### src/rtl/mem_port_arbiter_if.sv
// Bus bundle for mem_port_arbiter: client request/response lanes plus the RAM-side port.
interface mem_port_arbiter_if #(
    parameter int NUM_CH = 3,
    parameter int ADDR_W = 32,
    parameter int DATA_W = 32
);
    logic [NUM_CH-1:0]        req_valid;
    logic [NUM_CH-1:0]        req_ready;
    logic [NUM_CH-1:0]        req_write;
    logic [NUM_CH*ADDR_W-1:0] req_addr;
    logic [NUM_CH*DATA_W-1:0] req_wdata;
    logic [NUM_CH-1:0]        rsp_valid;
    logic [DATA_W-1:0]        rsp_rdata;
    logic                     rsp_error;
    logic                     mem_en;
    logic                     mem_we;
    logic [ADDR_W-1:0]        mem_addr;
    logic [DATA_W-1:0]        mem_wdata;
    logic [DATA_W-1:0]        mem_rdata;

    modport master (
        input  req_valid, req_write, req_addr, req_wdata, mem_rdata,
        output req_ready, rsp_valid, rsp_rdata, rsp_error,
               mem_en, mem_we, mem_addr, mem_wdata
    );

    modport slave (
        output req_valid, req_write, req_addr, req_wdata, mem_rdata,
        input  req_ready, rsp_valid, rsp_rdata, rsp_error,
               mem_en, mem_we, mem_addr, mem_wdata
    );
endinterface

### src/rtl/mem_port_arbiter.sv
// Round-robin N-channel arbiter in front of a single-ported fixed-latency RAM.
// Optional MEM_ARB_ALIGN_CHECK_EN rejects misaligned addresses with an error response.
module mem_port_arbiter #(
    parameter int NUM_CH      = 3,
    parameter int ADDR_W      = 32,
    parameter int DATA_W      = 32,
    parameter int MEM_LATENCY = 1
) (
    input  logic               CLK,
    input  logic               RESET,
    mem_port_arbiter_if.master bus
);
    localparam int PTR_W = (NUM_CH > 1) ? $clog2(NUM_CH) : 1;
    localparam int CNT_W = $clog2(MEM_LATENCY + 1);

    typedef enum logic [1:0] {
        IDLE  = 2'd0,
        ISSUE = 2'd1,
        WAIT  = 2'd2,
        RESP  = 2'd3
    } state_t;

    state_t              state_r, state_nxt_s;
    logic [PTR_W-1:0]    ptr_r, ptr_nxt_s, grant_idx_s, cand_s;
    logic [NUM_CH-1:0]   grant_oh_s, owner_r;
    logic                grant_found_s, accept_s, capture_s, misalign_s;
    logic                sel_write_s, write_r;
    logic [ADDR_W-1:0]   sel_addr_s, mem_addr_r;
    logic [DATA_W-1:0]   sel_wdata_s, mem_wdata_r, rsp_rdata_r;
    logic [CNT_W-1:0]    cnt_r;
    logic                mem_en_r, mem_we_r, rsp_error_r;
    logic [NUM_CH-1:0]   rsp_valid_r;

    // Round-robin search: scanning downward lets the smallest offset from the pointer win.
    always_comb begin
        grant_idx_s = '0;
        cand_s      = '0;
        for (int i = NUM_CH - 1; i >= 0; i--) begin
            cand_s      = PTR_W'((int'(ptr_r) + i) % NUM_CH);
            grant_idx_s = bus.req_valid[cand_s] ? cand_s : grant_idx_s;
        end
    end

    assign grant_found_s = |bus.req_valid;
    assign grant_oh_s    = {{(NUM_CH-1){1'b0}}, 1'b1} << grant_idx_s;
    assign ptr_nxt_s     = (grant_idx_s == PTR_W'(NUM_CH - 1)) ? '0 : grant_idx_s + PTR_W'(1);
    assign sel_write_s   = bus.req_write[grant_idx_s];
    assign sel_addr_s    = bus.req_addr[grant_idx_s*ADDR_W +: ADDR_W];
    assign sel_wdata_s   = bus.req_wdata[grant_idx_s*DATA_W +: DATA_W];

`ifdef MEM_ARB_ALIGN_CHECK_EN
    localparam logic [ADDR_W-1:0] ALIGN_MASK = ADDR_W'(DATA_W/8 - 1);
    assign misalign_s = |(sel_addr_s & ALIGN_MASK);
`else
    assign misalign_s = 1'b0;
`endif

    // State register.
    always_ff @(posedge CLK or posedge RESET) begin
        if (RESET) begin
            state_r <= IDLE;
        end else begin
            state_r <= state_nxt_s;
        end
    end

    // Next-state decode; req_ready is masked by RESET so every output reads 0 while held in reset.
    always_comb begin
        state_nxt_s   = state_r;
        accept_s      = 1'b0;
        capture_s     = 1'b0;
        bus.req_ready = '0;
        case (state_r)
            IDLE: begin
                if (grant_found_s && !RESET) begin
                    accept_s                   = 1'b1;
                    bus.req_ready[grant_idx_s] = 1'b1;
                    state_nxt_s                = misalign_s ? RESP : ISSUE;
                end else begin
                    state_nxt_s = IDLE;
                end
            end
            ISSUE: state_nxt_s = WAIT;
            WAIT: begin
                if (cnt_r == CNT_W'(1)) begin
                    capture_s   = 1'b1;
                    state_nxt_s = RESP;
                end else begin
                    state_nxt_s = WAIT;
                end
            end
            RESP:    state_nxt_s = IDLE;
            default: state_nxt_s = IDLE;
        endcase
    end

    // Transaction capture, one-cycle memory strobe and one-cycle response registers.
    always_ff @(posedge CLK or posedge RESET) begin
        if (RESET) begin
            ptr_r       <= '0;
            owner_r     <= '0;
            write_r     <= 1'b0;
            cnt_r       <= '0;
            mem_en_r    <= 1'b0;
            mem_we_r    <= 1'b0;
            mem_addr_r  <= '0;
            mem_wdata_r <= '0;
            rsp_valid_r <= '0;
            rsp_rdata_r <= '0;
            rsp_error_r <= 1'b0;
        end else begin
            mem_en_r    <= 1'b0;
            mem_we_r    <= 1'b0;
            mem_addr_r  <= '0;
            mem_wdata_r <= '0;
            rsp_valid_r <= '0;
            rsp_rdata_r <= '0;
            rsp_error_r <= 1'b0;
            if (accept_s) begin
                ptr_r   <= ptr_nxt_s;
                owner_r <= grant_oh_s;
                write_r <= sel_write_s;
                if (misalign_s) begin
                    rsp_valid_r <= grant_oh_s;
                    rsp_error_r <= 1'b1;
                end else begin
                    mem_en_r    <= 1'b1;
                    mem_we_r    <= sel_write_s;
                    mem_addr_r  <= sel_addr_s;
                    mem_wdata_r <= sel_wdata_s;
                end
            end else if (state_r == ISSUE) begin
                cnt_r <= CNT_W'(MEM_LATENCY);
            end else if (state_r == WAIT) begin
                cnt_r <= cnt_r - CNT_W'(1);
                if (capture_s) begin
                    rsp_valid_r <= owner_r;
                    rsp_rdata_r <= write_r ? '0 : bus.mem_rdata;
                end else begin
                    rsp_valid_r <= '0;
                end
            end else begin
                cnt_r <= cnt_r;
            end
        end
    end

    assign bus.mem_en    = mem_en_r;
    assign bus.mem_we    = mem_we_r;
    assign bus.mem_addr  = mem_addr_r;
    assign bus.mem_wdata = mem_wdata_r;
    assign bus.rsp_valid = rsp_valid_r;
    assign bus.rsp_rdata = rsp_rdata_r;
    assign bus.rsp_error = rsp_error_r;
endmodule

### src/flat_wrapper.sv
// flat-port wrapper written by rule: the top's interface ports become plain ports
module mem_port_arbiter_flat 
#(
    parameter int NUM_CH      = 3,
    parameter int ADDR_W      = 32,
    parameter int DATA_W      = 32,
    parameter int MEM_LATENCY = 1
)
  (CLK, RESET, bus_req_valid, bus_req_write, bus_req_addr, bus_req_wdata, bus_mem_rdata, bus_req_ready, bus_rsp_valid, bus_rsp_rdata, bus_rsp_error, bus_mem_en, bus_mem_we, bus_mem_addr, bus_mem_wdata);
  mem_port_arbiter_if #(.NUM_CH(NUM_CH), .ADDR_W(ADDR_W), .DATA_W(DATA_W)) bus_i ();
  input  logic CLK;
  input  logic RESET;
  input wire logic [$bits(bus_i.req_valid)-1:0] bus_req_valid;
  input wire logic [$bits(bus_i.req_write)-1:0] bus_req_write;
  input wire logic [$bits(bus_i.req_addr)-1:0] bus_req_addr;
  input wire logic [$bits(bus_i.req_wdata)-1:0] bus_req_wdata;
  input wire logic [$bits(bus_i.mem_rdata)-1:0] bus_mem_rdata;
  output wire logic [$bits(bus_i.req_ready)-1:0] bus_req_ready;
  output wire logic [$bits(bus_i.rsp_valid)-1:0] bus_rsp_valid;
  output wire logic [$bits(bus_i.rsp_rdata)-1:0] bus_rsp_rdata;
  output wire logic [$bits(bus_i.rsp_error)-1:0] bus_rsp_error;
  output wire logic [$bits(bus_i.mem_en)-1:0] bus_mem_en;
  output wire logic [$bits(bus_i.mem_we)-1:0] bus_mem_we;
  output wire logic [$bits(bus_i.mem_addr)-1:0] bus_mem_addr;
  output wire logic [$bits(bus_i.mem_wdata)-1:0] bus_mem_wdata;
  assign bus_i.req_valid = bus_req_valid;
  assign bus_i.req_write = bus_req_write;
  assign bus_i.req_addr = bus_req_addr;
  assign bus_i.req_wdata = bus_req_wdata;
  assign bus_i.mem_rdata = bus_mem_rdata;
  assign bus_req_ready = bus_i.req_ready;
  assign bus_rsp_valid = bus_i.rsp_valid;
  assign bus_rsp_rdata = bus_i.rsp_rdata;
  assign bus_rsp_error = bus_i.rsp_error;
  assign bus_mem_en = bus_i.mem_en;
  assign bus_mem_we = bus_i.mem_we;
  assign bus_mem_addr = bus_i.mem_addr;
  assign bus_mem_wdata = bus_i.mem_wdata;
  mem_port_arbiter #(.NUM_CH(NUM_CH), .ADDR_W(ADDR_W), .DATA_W(DATA_W), .MEM_LATENCY(MEM_LATENCY)) u_core (.CLK(CLK), .RESET(RESET), .bus(bus_i));
endmodule
### config.mk
export PLATFORM = sky130hd
export DESIGN_NAME = mem_port_arbiter_flat
export DESIGN_NICKNAME = d
export VERILOG_FILES = /design/src/rtl/mem_port_arbiter_if.sv /design/src/rtl/mem_port_arbiter.sv /design/src/flat_wrapper.sv
export SDC_FILE = /design/constraint.sdc
export NUM_CORES = 1
export LEC_CHECK = 0
export CAP_MARGIN = 20
export CELL_PAD_IN_SITES_DETAIL_PLACEMENT = 0
export CELL_PAD_IN_SITES_GLOBAL_PLACEMENT = 1
export CORE_AREA = 5 5 144 146
export CTS_BUF_LIST = sky130_fd_sc_hd__clkbuf_4 sky130_fd_sc_hd__clkbuf_8 sky130_fd_sc_hd__clkbuf_16
export CTS_CLUSTER_SIZE = 16
export DETAILED_ROUTE_END_ITERATION = 10
export DIE_AREA = 0 0 149 151
export HOLD_SLACK_MARGIN = 0.05
export PLACE_DENSITY = 0.86
export SYNTH_ARGS = -nofsm -noshare
export SYNTH_HDL_FRONTEND = slang
export SYNTH_SLANG_ARGS = --single-unit
### constraint.sdc
create_clock -name CLK -period 5.6 [get_ports CLK]
set_clock_uncertainty 0.1 [all_clocks]
set_input_delay 0.56 -clock CLK [delete_from_list [all_inputs] [get_ports CLK]]
set_output_delay 0.56 -clock CLK [all_outputs]
set_load 0.02 [all_outputs]
# After elaboration in Yosys (flattened, before gate mapping)
# Cells that the tools add are included.
# totals
latch_bits,0
in_bits,232
mem_bits_ro,0
mem_count,0
regBits,110
ramBits,0
# op_classes
n_reduce_logical,7
magnitude_cmp,5
n_bitwise,1
n_div,3
shifts,3
eq_ne,4
addsub,4
n_mux,38
n_mul,0
# op_table
cell,count
$mux W32,7
$shiftx A96 B8 Y32,2
$mod A32 B3 Y32 const B,2
$mod A3 B3 Y32 const B,1
$mux W3,6
$mux W1,15
$lt A2 B3 Y1 const B,4
$bmux W1 S2,4
$mux W2,4
$pmux W2 S4,1
$eq A2 B2 Y1 const B,3
$add A2 B1 Y3 const B,1
$add A2 B2 Y3 const B,1
$reduce_or A3 Y1,1
$shl A1 B2 Y3 const A,1
$add A2 B1 Y2 const B,1
$demux W1 S2,1
$eq A2 B1 Y1 const B,1
$ge A2 B1 Y1 const B,1
$logic_and A1 B1 Y1,2
$logic_not A2 Y1,1
$reduce_and A2 Y1,1
$reduce_bool A2 Y1,1
$logic_not A1 Y1,1
2 further kinds,2

# Logic depth before layout (Yosys ltp)
# Gate-level depths: netlist of the first run.
# depth
ltp_word,13
mapped_depth,10
ltp_nobuf,7

# Worst setup path before layout of the first run
# OpenSTA, ideal clock, no wires.
# synth_path
path_type,in2out
from,input RESET
to,output bus_req_ready[0]
required_time_ps,4940
path_buffers,3
stages,8
arrival_ps,4630
path_slack_ps,310
path_cell_list,inv_1 > o311ai_2 > inv_1 > buf_2 > o221ai_1 > buf_2 > buf_1 > nor2_1
# synth_via
elab_chain_cells,4
# synth_rtl
element,line_no,text
"start, declared",flat_wrapper.sv:12,input logic RESET;
$logic_not A1 Y1 (no source line),-,
$logic_and A1 B1 Y1,mem_port_arbiter.sv:75,if (grant_found_s && !RESET) begin
$mux W3,mem_port_arbiter.sv:75,
$mux W3,mem_port_arbiter.sv:73,case (state_r)
"end, declared",flat_wrapper.sv:18,output wire logic [$bits(bus_i.req_ready)-1:0] bus_req_ready;
# No other way between the ends.

# Final worst setup path of the first run
# Ends and elaborated chain as after synthesis.

==> results of run 1 <==
==> tightest hold or removal path: cells and delay by family, from the launching register on <==
kind	cells	cell delay (ns)
AOI/OAI and AO/OA	1	0.06
and+or+nand+nor	1	0.05
DFF	1	0.35
==> power by group <==
part           leakage [nW]  total, mW  internal [mW]  switching, mW
Clock                 0.143      0.614          0.321          0.293
Combinational          1.98       1.68          0.800          0.880
Sequential             1.47       1.02          0.964         0.0591
Total                  3.59       3.32           2.09           1.23
==> cells in the final DEF, fill, tap and decap left out, types with 2 or more instances in the layout <==
cell type | Yosys | layout
nand2_1 | 7 | 7
clkinv_2 | 0 | 2
and2_1 | 33 | 32
o21ai_0 | 2 | 2
inv_1 | 9 | 8
clkdlybuf4s50_1 | 0 | 335
buf_4 | 5 | 6
a21oi_1 | 4 | 4
a21o_1 | 2 | 2
o22ai_1 | 2 | 2
nor2b_1 | 2 | 2
ha_1 | 6 | 6
dfrtp_1 | 108 | 108
nor2_1 | 5 | 5
mux2i_1 | 64 | 64
a31oi_1 | 3 | 3
clkinv_4 | 0 | 2
nor4_1 | 3 | 2
clkbuf_16 | 0 | 9
nand2b_1 | 2 | 2
o2bb2ai_1 | 64 | 64
a211oi_1 | 3 | 3
==> worst paths after layout <==
path                                   startpoint                  endpoint  slack [ns]
worst max-delay path                        RESET          bus_req_ready[0]        1.45
worst min-delay path            u_core.owner_r[2]         u_core.owner_r[2]        0.39
worst max register to register  u_core.owner_r[1]    u_core.bus.mem_addr[3]        2.35
worst min register to register  u_core.owner_r[2]         u_core.owner_r[2]        0.39
max in group asynchronous                   RESET   u_core.bus.mem_wdata[0]        3.65
min in group asynchronous                   RESET  u_core.bus.rsp_rdata[30]        0.53
==> through the flow <==
stage	instance area [µm²]	instances	util [%]	total power, mW	worst slack (ns)
floorplan	4710	362	-	2.05	0.310
global placement	8320	941	43.2	2.73	1.39
detailed placement	8320	941	43.2	2.74	1.35
CTS	8600	957	44.6	3.37	1.34
finish	8620	958	44.7	3.32	1.45
global route	8620	958	44.7	3.52	1.10
==> metal layers <==
layer / part of all wire (%) / global-route usage (%)
met3: 9.4 / 4.76
met1: 39 / 16.4
met5: 0.079 / 0
met2: 50 / 24.6
met4: 1.4 / 4.16
==> cell type report <==
| type | instances | area share (%) |
|---|---|---|
| Timing Repair Buffer | 342 | 39.7 |
| Inverter | 9 | 0.421 |
| Clock inverter | 5 | 0.421 |
| Clock buffer | 11 | 2.86 |
| Tap cell | 265 | 3.85 |
| Sequential cell | 108 | 31.4 |
| Multi-Input combinational cell | 218 | 21.4 |
==> kinds of logic after synthesis <==
family,count (synthesis)
mux,65
simple gates,57
other cells,1
compound gates,89
buf+inv,36
fa+ha+maj,6
flops,108
==> sequential cells by signal (all words and copies together) (netlist names) <==
signal	flops
u_core.bus.mem_we	1
u_core.bus.rsp_rdata	32
u_core.owner_r	2
u_core.write_r	1
u_core.bus.rsp_valid	3
u_core.bus.mem_en	1
u_core.ptr_r	1
u_core.state_r	2
u_core.cnt_r	1
u_core.bus.mem_wdata	32
u_core.bus.mem_addr	32
==> impl_metrics.py, run 1 <==
metrics = {
    "global_route": {
        "grt_pass1_wl_mm": 24.3,
        "gr-total-overflow": 0,
        "grt_use_total_pct": 14.1,
        "antenna_found_initial": 1,
        "grt_start_max_net_pins": 67,
        "grt_pass1_vias": 4274,
    },
    "outcome": {
        "status": "finished, final reports clean",
    },
    "synth": {
        "synthAdderAreaFrac_pct": 1.60,
        "synth_fp_nets": 600,
        "synth_warnings": 0,
        "ys.flop_type": "dfrtp_1",
        "synth_common_cells": "dfrtp_1, mux2i_1, o2bb2ai_1",
        "synthCells": 362,
        "synth_mux_area_share_pct": 13.9,
        "ys_types": 38,
        "synth.largest_area_cell": "dfrtp_1",
        "synth.top_cell.area_share_pct": 57.4,
        "yosys.cell_count.top_type": "dfrtp_1",
        "syn_area_per_cell_um2": 13.0,
        "synth-edff-count": 0,
        "synth_top_family_by_area": "compound AO/OA/AOI/OAI gates",
        "synth_compound_area_share_pct": 16.1,
        "synthesis.area_mm2": 0.00471,
        "seq_area_frac_synth_pct": 57.4,
        "ys_seq_elements": 108,
        "synth-xor-area-share_pct": 0,
        "synth.top_cells.by_area": "dfrtp_1, mux2i_1, o2bb2ai_1",
        "synthSimpleGateAreaFrac_pct": 7.07,
        "async_flop_share_pct": 100,
    },
    "setup_path": {
        "crit_type": "in2out",
        "startpoint_type": "input port",
        "cp_cell_sequence": "clkdlybuf4s50_1, inv_4, o311ai_2, inv_1, o221ai_4, buf_4, nor2_1, clkdlybuf4s50_1",
        "rr_worst_depth": 8,
        "crit_family": "buffers and inverters",
        "path_buf_inv": 5,
        "path_max_fanout": 66,
        "cp.required_ns": 4.94,
        "path_common_cell": "clkdlybuf4s50_1",
        "cp.arrival_ns": 3.49,
        "endpoint_kind": "primary output",
        "cpPeakStageDelay_ns": 0.62,
        "slowest_stage": "clkdlybuf4s50_1",
        "crit_cells": 8,
    },
    "die": {
        "die_w_um": 149,
        "boundaryPins": 337,
        "core-area_mm2": 0.0193,
        "die-area_mm2": 0.0225,
        "start_util_pct": 24.4,
        "placementRows": 51,
        "die_h_um": 151,
    },
    "finish": {
        "seq_area_mm2": 0.00270,
        "nFillCells": 1830,
        "multiInputGateArea_mm2": 0.00185,
        "nets": 926,
        "drive_gt1_share_pct": 4.62,
        "antenna_cells_inserted": 0,
        "syn_to_final_growth_pct": 83.1,
    },
    "clock_tree": {
        "numClockSinks": 108,
        "cts_setup_buffers": 0,
        "post_cts_resized": 0,
        "cts_tree": "done",
        "clock_path_buffers": 2,
        "hold_buffers": 0,
        "path_clk_slew_ns": 0.07,
        "cts_buffers": 9,
        "cts-root-buf": "clkbuf_16",
        "clock_latency_ns": 0.34,
        "htreeDepth": 3,
    },
    "timing": {
        "finalSetupTns_ns": 0,
        "finalCriticalPeriod_ns": 4.15,
        "tightest_slew_ns": 0.804,
        "fin_crit_sh_pct": 74.1,
        "slew_viol_final": 0,
        "rsz0062_at_grt": "false",
        "final_hold_viol_count": 0,
        "whs_ns": 0.389,
        "setup_viol": 0,
        "slew_headroom_pct": 46.4,
        "fmax_mhz": 241,
    },
    "route": {
        "wirelength_mm": 16.4,
        "viasPerCell": 4.25,
        "first_iter_violations": 78,
        "first_pass_iters": 4,
        "route.vias.total": 4073,
        "drc": 0,
        "post_drt_wl_per_cell_um": 17.2,
        "antenna_left": 0,
    },
    "pwr": {
        "power_density_mw_per_mm2": 385,
        "p_leak_nw": 3.59,
        "vdd_drop_max_mv": 0.182,
    },
    "hold_path": {
        "holdPathStages": 2,
        "min_path_type": "reg2reg",
    },
    "place": {
        "portBuffers": 335,
        "gp_congestion": 0.776,
        "place_hpwl_mm": 13.1,
    },
    "run": {
        "maxCapViolCount": 0,
    },
}
Power figures use the tool's default switching activity.
==> run 2, diff against run 1 <==
--- a/config.mk
+++ b/config.mk
@@ -8,13 +8,13 @@
 export CAP_MARGIN = 20
 export CELL_PAD_IN_SITES_DETAIL_PLACEMENT = 0
 export CELL_PAD_IN_SITES_GLOBAL_PLACEMENT = 1
-export CORE_AREA = 5 5 144 146
+export CORE_AREA = 5 5 150 152
 export CTS_BUF_LIST = sky130_fd_sc_hd__clkbuf_4 sky130_fd_sc_hd__clkbuf_8 sky130_fd_sc_hd__clkbuf_16
 export CTS_CLUSTER_SIZE = 16
 export DETAILED_ROUTE_END_ITERATION = 10
-export DIE_AREA = 0 0 149 151
+export DIE_AREA = 0 0 155 157
 export HOLD_SLACK_MARGIN = 0.05
-export PLACE_DENSITY = 0.86
+export PLACE_DENSITY = 0.84
 export SYNTH_ARGS = -nofsm -noshare
 export SYNTH_HDL_FRONTEND = slang
 export SYNTH_SLANG_ARGS = --single-unit
==> constraint.sdc (replaced) <==
create_clock -name CLK -period 3.8 [get_ports CLK]
set_clock_uncertainty 0.1 [all_clocks]
set_input_delay 0.38 -clock CLK [delete_from_list [all_inputs] [get_ports CLK]]
set_output_delay 0.38 -clock CLK [all_outputs]
set_load 0.02 [all_outputs]
==> impl_metrics.py, run 2 (same netlist as run 1, synthesis figures left out) <==
metrics = {
    "setup_path": {
        "path_max_fanout": 11,
        "rr_worst_depth": 8,
        "startpoint_type": "flop",
        "cp.required_ns": 3.32,
        "cp.arrival_ns": 2.97,
        "endpoint_kind": "primary output",
        "crit_path_start": "u_core.owner_r[1]",
        "crit_type": "reg2out",
        "r2r_start": "u_core.owner_r[1]",
    },
    "place": {
        "gp_congestion": 0.779,
        "dp.cells": 954,
        "portBuffers": 335,
        "place_hpwl_mm": 13.7,
    },
    "clock_tree": {
        "cts-root-buf": "clkbuf_16",
        "cts_tree": "done",
        "cts_buffers": 9,
        "path_clk_slew_ns": 0.08,
        "clock_latency_ns": 0.35,
        "numClockSinks": 108,
        "clock_path_buffers": 2,
        "htreeDepth": 3,
        "cts_setup_buffers": 0,
    },
    "finish": {
        "seq_area_mm2": 0.00270,
        "layout_common_cells": "clkdlybuf4s50_1, dfrtp_1, mux2i_1, o2bb2ai_1, and2_1",
        "antenna_cells_inserted": 0,
        "final_common_cell": "clkdlybuf4s50_1",
        "multiInputGateArea_mm2": 0.00186,
        "final_core_util_pct": 41.6,
        "nFillCells": 2038,
        "nets": 928,
        "stdcell_count": 970,
        "syn_to_final_growth_pct": 84.5,
        "drive_gt1_share_pct": 5.32,
    },
    "global_route": {
        "grt_pass1_wl_mm": 25.6,
        "gr-total-overflow": 0,
        "grt_use_total_pct": 13.7,
        "antenna_found_initial": 1,
        "grt_start_max_net_pins": 67,
        "grt_pass1_vias": 4416,
    },
    "timing": {
        "rsz0062_at_grt": "false",
        "whs_ns": 0.395,
        "finalCriticalPeriod_ns": 3.45,
        "slew_headroom_pct": 41.3,
        "fmax_mhz": 290,
        "slew_viol_final": 0,
        "fin_crit_sh_pct": 90.7,
        "finalSetupTns_ns": 0,
        "tightest_slew_ns": 0.881,
        "final_hold_viol_count": 0,
        "setup_viol": 0,
    },
    "route": {
        "route.vias.total": 4138,
        "post_drt_wl_per_cell_um": 17.9,
        "first_iter_violations": 98,
        "antenna_left": 0,
        "first_pass_iters": 4,
        "drc": 0,
        "viasPerCell": 4.27,
        "wirelength_mm": 17.4,
    },
    "outcome": {
        "status": "finished, final reports clean",
    },
    "hold_path": {
        "holdCritStartpoint": "u_core.owner_r[2]",
        "min_path_type": "reg2reg",
        "holdPathStages": 2,
    },
    "pwr": {
        "p_leak_nw": 3.60,
        "power_density_mw_per_mm2": 572,
        "total_power_mw": 4.96,
        "vdd_drop_max_mv": 0.264,
    },
    "die": {
        "start_util_pct": 22.5,
        "core-area_mm2": 0.0209,
        "die-area_mm2": 0.0243,
        "placementRows": 53,
        "die_w_um": 155,
        "boundaryPins": 337,
        "die_h_um": 157,
    },
    "run": {
        "maxCapViolCount": 0,
    },
}
==> run 2: cell types whose count changed in the layout (fill, tap and decap cells not counted), sizes merged <==
cell      before  now
buf            7    9
clkinv         4    2
clkinvlp       0    2
clkbuf        11   10
inv           10   11
==> run 2: per-stage QoR <==
stage,area [µm²],setup slack [ns]
after floorplan,4710,0.0332
after global placement,8380,0.443
after detailed placement,8380,0.354
after CTS,8670,0.0321
after global routing,8680,0.129
final,8680,0.354
==> run 2: layout make-up <==
cell class / count / share of cell area, %
repair buffers: 344 / 39.7
flip-flops and latches: 108 / 31.1
multi-input cells: 218 / 21.4
well taps: 275 / 3.96
clock buffers: 10 / 2.68
clock inverters: 6 / 0.649
inverters: 9 / 0.432
==> run 2: final timing paths <==
check	to	slack, ns
worst min-delay path	u_core.owner_r[2]	0.39
min in group asynchronous	u_core.bus.rsp_rdata[14]	0.58
worst min register to register	u_core.owner_r[2]	0.39
max in group asynchronous	u_core.bus.mem_wdata[21]	1.72
worst max register to register	u_core.bus.mem_addr[6]	0.81
worst max-delay path	bus_req_ready[1]	0.35
==> run 2: metal layers <==
layer  share of wire (%)  track usage [%]  up-vias  routed length (µm)
met5               0.075                0        -                  13
li1                    -                -     1979                   -
met1                  39             15.9     1932                6750
met4                0.93             3.78        2                 162
met3                  10             4.98       11                1790
met2                  50             24.1      214                8650
==> run 2: critical path, stage by stage, from the launching register on <==
cell and delay (ns):
dfrtp_1 0.41, inv_1 0.08, ha_2 0.31, mux2_2 0.37, a2111oi_0 0.42, a211oi_1 0.13
a211oi_2 0.23, clkdlybuf4s50_1 0.67
==> run 2: timing repair <==
action                     CTS  global route
hold buffers                 0             0
gates resized for setup      0             4
setup endpoints to repair    0             2
==> run 2: power by group <==
part           total [mW]  internal, mW  switching (mW)
combinational        2.52          1.21            1.31
sequential           1.51          1.42          0.0927
clock               0.932         0.468           0.464
total                4.96          3.10            1.87
